<file path="src/rtl/sub_pkg.sv">
// Shared types and sizing helpers for the bit-serial subtractor.
package sub_pkg;

  typedef enum logic [1:0] {
    IDLE = 2'd0,
    RUN  = 2'd1,
    DONE = 2'd2
  } state_t;

  localparam int WIDTH_DEF = 8;
  localparam int CNT_W     = $clog2(WIDTH_DEF);

  // Bit-counter width for a given operand width (at least one bit).
  function automatic int cnt_w(input int width);
    return (width < 2) ? 1 : $clog2(width);
  endfunction

endpackage

</file>
<file path="src/rtl/full_subtractor.sv">
// One-bit full subtractor: d = a - b - bi, with borrow-out bo.
module full_subtractor (
  input  logic a,
  input  logic b,
  input  logic bi,
  output logic d,
  output logic bo
);

  assign d  = a ^ b ^ bi;
  assign bo = (~a & b) | (~a & bi) | (b & bi);

endmodule

</file>
<file path="src/rtl/serial_subtractor.sv">
// Bit-serial D = A - B - Bi, LSB first, with start/busy/done handshake.
//   state | meaning
//   IDLE  | waiting for start; operands captured on the accepting edge
//   RUN   | one bit per clock, WIDTH clocks
//   DONE  | one-cycle done pulse; results already registered
module serial_subtractor
  import sub_pkg::*;
#(
  parameter int WIDTH = 8
) (
  input  logic             clk,
  input  logic             rst,
  input  logic             start,
  input  logic [WIDTH-1:0] A,
  input  logic [WIDTH-1:0] B,
  input  logic             Bi,
  output logic             busy,
  output logic             done,
  output logic [WIDTH-1:0] D,
  output logic             Bo,
  output logic             V
);

  localparam int CNT_WIDTH = cnt_w(WIDTH);
  localparam logic [CNT_WIDTH-1:0] LAST_BIT = CNT_WIDTH'(WIDTH - 1);

  state_t               r_state;
  logic [WIDTH-1:0]     r_a;
  logic [WIDTH-1:0]     r_b;
  logic [WIDTH-2:0]     r_res;
  logic                 r_br;
  logic [CNT_WIDTH-1:0] r_cnt;
  logic                 r_a_msb;
  logic                 r_b_msb;
  logic                 r_busy;
  logic                 r_done;
  logic [WIDTH-1:0]     r_d;
  logic                 r_bo;
  logic                 r_v;

  logic                 w_d;
  logic                 w_bo;

  full_subtractor u_fs (
    .a  (r_a[0]),
    .b  (r_b[0]),
    .bi (r_br),
    .d  (w_d),
    .bo (w_bo)
  );

  always_ff @(posedge clk or posedge rst) begin
    if (rst) begin
      r_state <= IDLE;
      r_a     <= '0;
      r_b     <= '0;
      r_res   <= '0;
      r_br    <= 1'b0;
      r_cnt   <= '0;
      r_a_msb <= 1'b0;
      r_b_msb <= 1'b0;
      r_busy  <= 1'b0;
      r_done  <= 1'b0;
      r_d     <= '0;
      r_bo    <= 1'b0;
      r_v     <= 1'b0;
    end else begin
      case (r_state)
        IDLE: begin
          r_done <= 1'b0;
          if (start) begin
            r_a     <= A;
            r_b     <= B;
            r_br    <= Bi;
            r_cnt   <= '0;
            r_a_msb <= A[WIDTH-1];
            r_b_msb <= B[WIDTH-1];
            r_busy  <= 1'b1;
            r_state <= RUN;
          end
        end
        RUN: begin
          r_a   <= r_a >> 1;
          r_b   <= r_b >> 1;
          // Result fills from the top; the final bit goes straight into D.
          r_res <= (WIDTH-1)'({w_d, r_res} >> 1);
          r_br  <= w_bo;
          r_cnt <= r_cnt + CNT_WIDTH'(1);
          if (r_cnt == LAST_BIT) begin
            r_d     <= {w_d, r_res};
            r_bo    <= w_bo;
            r_v     <= (r_a_msb != r_b_msb) & (w_d != r_a_msb);
            r_busy  <= 1'b0;
            r_done  <= 1'b1;
            r_state <= DONE;
          end
        end
        DONE: begin
          r_done  <= 1'b0;
          r_state <= IDLE;
        end
        default: begin
          r_busy  <= 1'b0;
          r_done  <= 1'b0;
          r_state <= IDLE;
        end
      endcase
    end
  end

  assign busy = r_busy;
  assign done = r_done;
  assign D    = r_d;
  assign Bo   = r_bo;
  assign V    = r_v;

endmodule
</file>
<file path="config.mk">
export PLATFORM = sky130hd
export DESIGN_NAME = serial_subtractor
export DESIGN_NICKNAME = d
export VERILOG_FILES = /design/src/rtl/sub_pkg.sv /design/src/rtl/full_subtractor.sv /design/src/rtl/serial_subtractor.sv
export SDC_FILE = /design/constraint.sdc
export NUM_CORES = 1
export LEC_CHECK = 0
export ABC_AREA = 1
export BUFFER_PORTS_ARGS = -buffer_cell sky130_fd_sc_hd__buf_2
export CAP_MARGIN = 10
export CORE_ASPECT_RATIO = 1.5
export CORE_MARGIN = 2
export CORE_UTILIZATION = 50
export CTS_CLUSTER_SIZE = 30
export DETAILED_ROUTE_END_ITERATION = 10
export PLACE_DENSITY = 0.72
export SYNTH_ARGS = -nofsm -noshare
export SYNTH_HDL_FRONTEND = slang
export SYNTH_HIERARCHICAL = 1
export SYNTH_SLANG_ARGS = --single-unit
</file>
<file path="constraint.sdc">
create_clock -name clk -period 1.6 [get_ports clk]
set_input_delay 0.32 -clock clk [delete_from_list [all_inputs] [get_ports clk]]
set_output_delay 0.32 -clock clk [all_outputs]
set_load 0.01 [all_outputs]
</file>
==> results.json <==
{
  "period_minus_slack_ns": 1.41,
  "antenna_found_initial": 0,
  "cts_root_buf": "clkbuf_8",
  "fin_crit_sh": 0.880,
  "synthToLayoutAreaGrowth_pct": 14.4,
  "hp-class": "primary input to asynchronous set/reset pin",
  "crit_chain": "ha_1, ha_1, nand2_2, nand2_1, o21ai_0",
  "gp_congestion": 0.799,
  "synth_seq_area_share": 0.540,
  "synthXorXnorAreaFrac": 0,
  "clock_sinks": 43,
  "finalPower_mw": 4.37,
  "crit_path_max_incr_delay_ns": 0.42,
  "ir_drop_mv": 1.10,
  "crit_top_cell": "ha_1",
  "dp_cells": 312,
  "synth_cell_types": 20,
  "port_buffers": 31,
  "routedWlPerCell_um": 11.5,
  "outcome": "finished clean",
  "drv_cap": 0,
  "drc": 0,
  "worstMarginPinSlew_ns": 0.545,
  "nNetsFinal": 297,
  "crit_family": "adder cells",
  "final_common_cell": "nand2_1",
  "postCtsSetupRepairBufs": 0,
  "final_layout_size_suffix_gt1_frac": 0.204,
  "first_pass_iters": 4,
  "synth_mux_area_frac": 0,
  "synth_compound_area_frac": 0.0565,
  "finalHoldViolCount": 0,
  "placed_cell_area_um2": 2180,
  "final_area_um2": 2280,
  "slew_headroom": 0.637,
  "fin_hold_ws_ns": 0.153,
  "critPathArrivalTime_ns": 1.63,
  "ys_ff_latch": 43,
  "drt_iter0_drc": 39,
  "critPathKind": "flip-flop to flip-flop",
  "leakagePower_nw": 1.29,
  "syn-cell-area_um2": 1990,
  "rrSetupSlack_ns": 0.19,
  "worst_r2r_path_depth": 5,
  "rsz0062_at_grt": "false",
  "worstPathRequired_ns": 1.82,
  "drv_slew": 0,
  "grt_max_degree": 44,
  "vias_per_cell": 4.77,
  "critPathBufInv": 0,
  "initial_core_util": 0.512,
  "cp-end-kind": "flip-flop",
  "power_density_nw_per_um2": 1920,
  "finClkSkew_ns": 0.00258,
  "die_y_um": 81.3,
  "setup_viol": 0,
  "die_area_um2": 4520,
  "worstReg2RegStart": "r_cnt[0]",
  "ys_warn_count": 6,
  "synth_top_family_by_area": "simple AND/OR/NAND/NOR gates",
  "cp-endpoint": "D[6]",
  "avgSynthCellArea_um2": 8.30,
  "start_kind": "flip-flop",
  "diodes": 0,
  "r2r_end": "D[6]",
  "timing.fmax_mhz": 710,
  "globalRouteTotalUtil": 0.192,
  "cts_resized": 0,
  "crit_fanout": 18,
  "crit_cells": 5,
  "fill_cells": 366,
  "core.rowCount": 28,
  "holdBufCountCts": 0,
  "grt_pass1_wl_um": 6570,
  "final_cell_mix": "nand2_1 (74), dfrtp_1 (43), inv_1 (34)",
  "finalNonFillerCells": 320,
  "ioPinCount": 32,
  "die_w_um": 55.5,
  "yosys.area_share.simple": 0.281,
  "htreeDepth": 2,
  "vias": 1527,
  "synth_fa_ha_area_frac": 0.0226,
  "fp.coreArea_um2": 3890,
  "routed_wl_um": 3690,
  "dpl.hpwl_um": 2540,
  "crit_start": "r_cnt[0]",
  "ctsLongestPathBuffers": 2,
  "gr-total-overflow": 0,
  "grt_pass1_vias": 1471,
  "cp_slowest_cell": "dfrtp_1",
  "cts_tree": "yes",
  "cts.reportedPaths.clkPinSlew_ns": 0.08,
  "netlist_instances": 240,
  "setup_tns_ns": 0,
  "synth_fp_nets": 263,
  "drtAntennaViolNets": 0,
  "numCtsBuffers": 5,
  "clock_latency_ns": 0.30
}
[power breakdown]
part,total (mW),switching (mW),internal [mW]
clock,0.765,0.373,0.393
combinational,1.73,1.07,0.652
sequential,1.88,0.292,1.58
total,4.37,1.74,2.63
[tightest hold or removal path, stage by stage]
cell   delay [ns]
buf_2        0.10
inv_1        0.04
buf_4        0.46
[layer usage]
| layer | up-vias | share of wire | global-route usage |
|---|---|---|---|
| li1 | 801 | - | - |
| met1 | 682 | 0.46 | 0.229 |
| met2 | 37 | 0.47 | 0.320 |
| met3 | 7 | 0.044 | 0.0462 |
| met4 | 0 | 0.022 | 0.102 |
| met5 | - | 0 | 0 |
[layout make-up]
cell class / count / area (µm²) / area share
sequential: 43 / 1080 / 0.472
multi-input combinational: 153 / 717 / 0.314
inverter: 35 / 134 / 0.0587
timing repair buffer: 36 / 193 / 0.0845
clock buffer: 7 / 96.3 / 0.0423
tap: 45 / 56.3 / 0.0247
clock inverter: 1 / 7.51 / 0.00329
[Yosys cell counts]
library cell	count	area share
dfrtp_1	43	0.54
nand2_2	1	0.0031
nor2_2	4	0.013
o21ai_0	18	0.045
fa_1	1	0.010
buf_4	1	0.0038
o21ai_1	1	0.0025
nor2_4	1	0.0057
inv_1	34	0.064
nor2_1	20	0.038
inv_4	1	0.0031
buf_2	4	0.010
ha_1	2	0.013
nand3_1	26	0.065
nand2_4	3	0.017
o21ai_2	1	0.0044
buf_6	3	0.017
nand2_1	74	0.14
clkbuf_1	1	0.0019
a21oi_2	1	0.0044
[logic make-up (layout without fill, tap and decap cells)]
group	count (synthesis)	in the layout
AND/OR/NAND/NOR	129	129
buffers and inverters	44	79
adder cells (fa/ha/maj)	3	3
AO/OA/AOI/OAI	21	21
flip-flops	43	43
[worst min-delay path by stage]
stage             start  endpoint  slack [ns]
2_1_floorplan  r_res[0]      D[0]        0.44
3_3_place_gp          V         V        0.46
3_5_place_dp          V         V        0.46
4_1_cts             rst      D[6]        0.16
5_1_grt             rst      D[5]        0.22
6_report            rst      D[6]        0.15
[state kept, by name, indices dropped and copies added (netlist names)]
signal / cells
r_res: 7
r_b_msb: 1
V: 1
r_a_msb: 1
Bo: 1
r_b: 8
done: 1
r_cnt: 3
busy: 1
r_state: 2
r_br: 1
r_a: 8
D: 8
[through the flow]
stage / utilization / worst slack [ns]
2_1_floorplan: - / 0.277
3_3_place_gp: 0.560 / 0.222
3_5_place_dp: 0.560 / 0.197
4_1_cts: 0.586 / 0.185
5_1_grt: 0.586 / 0.0502
6_report: 0.586 / 0.191
Power figures use the tool's default switching activity.
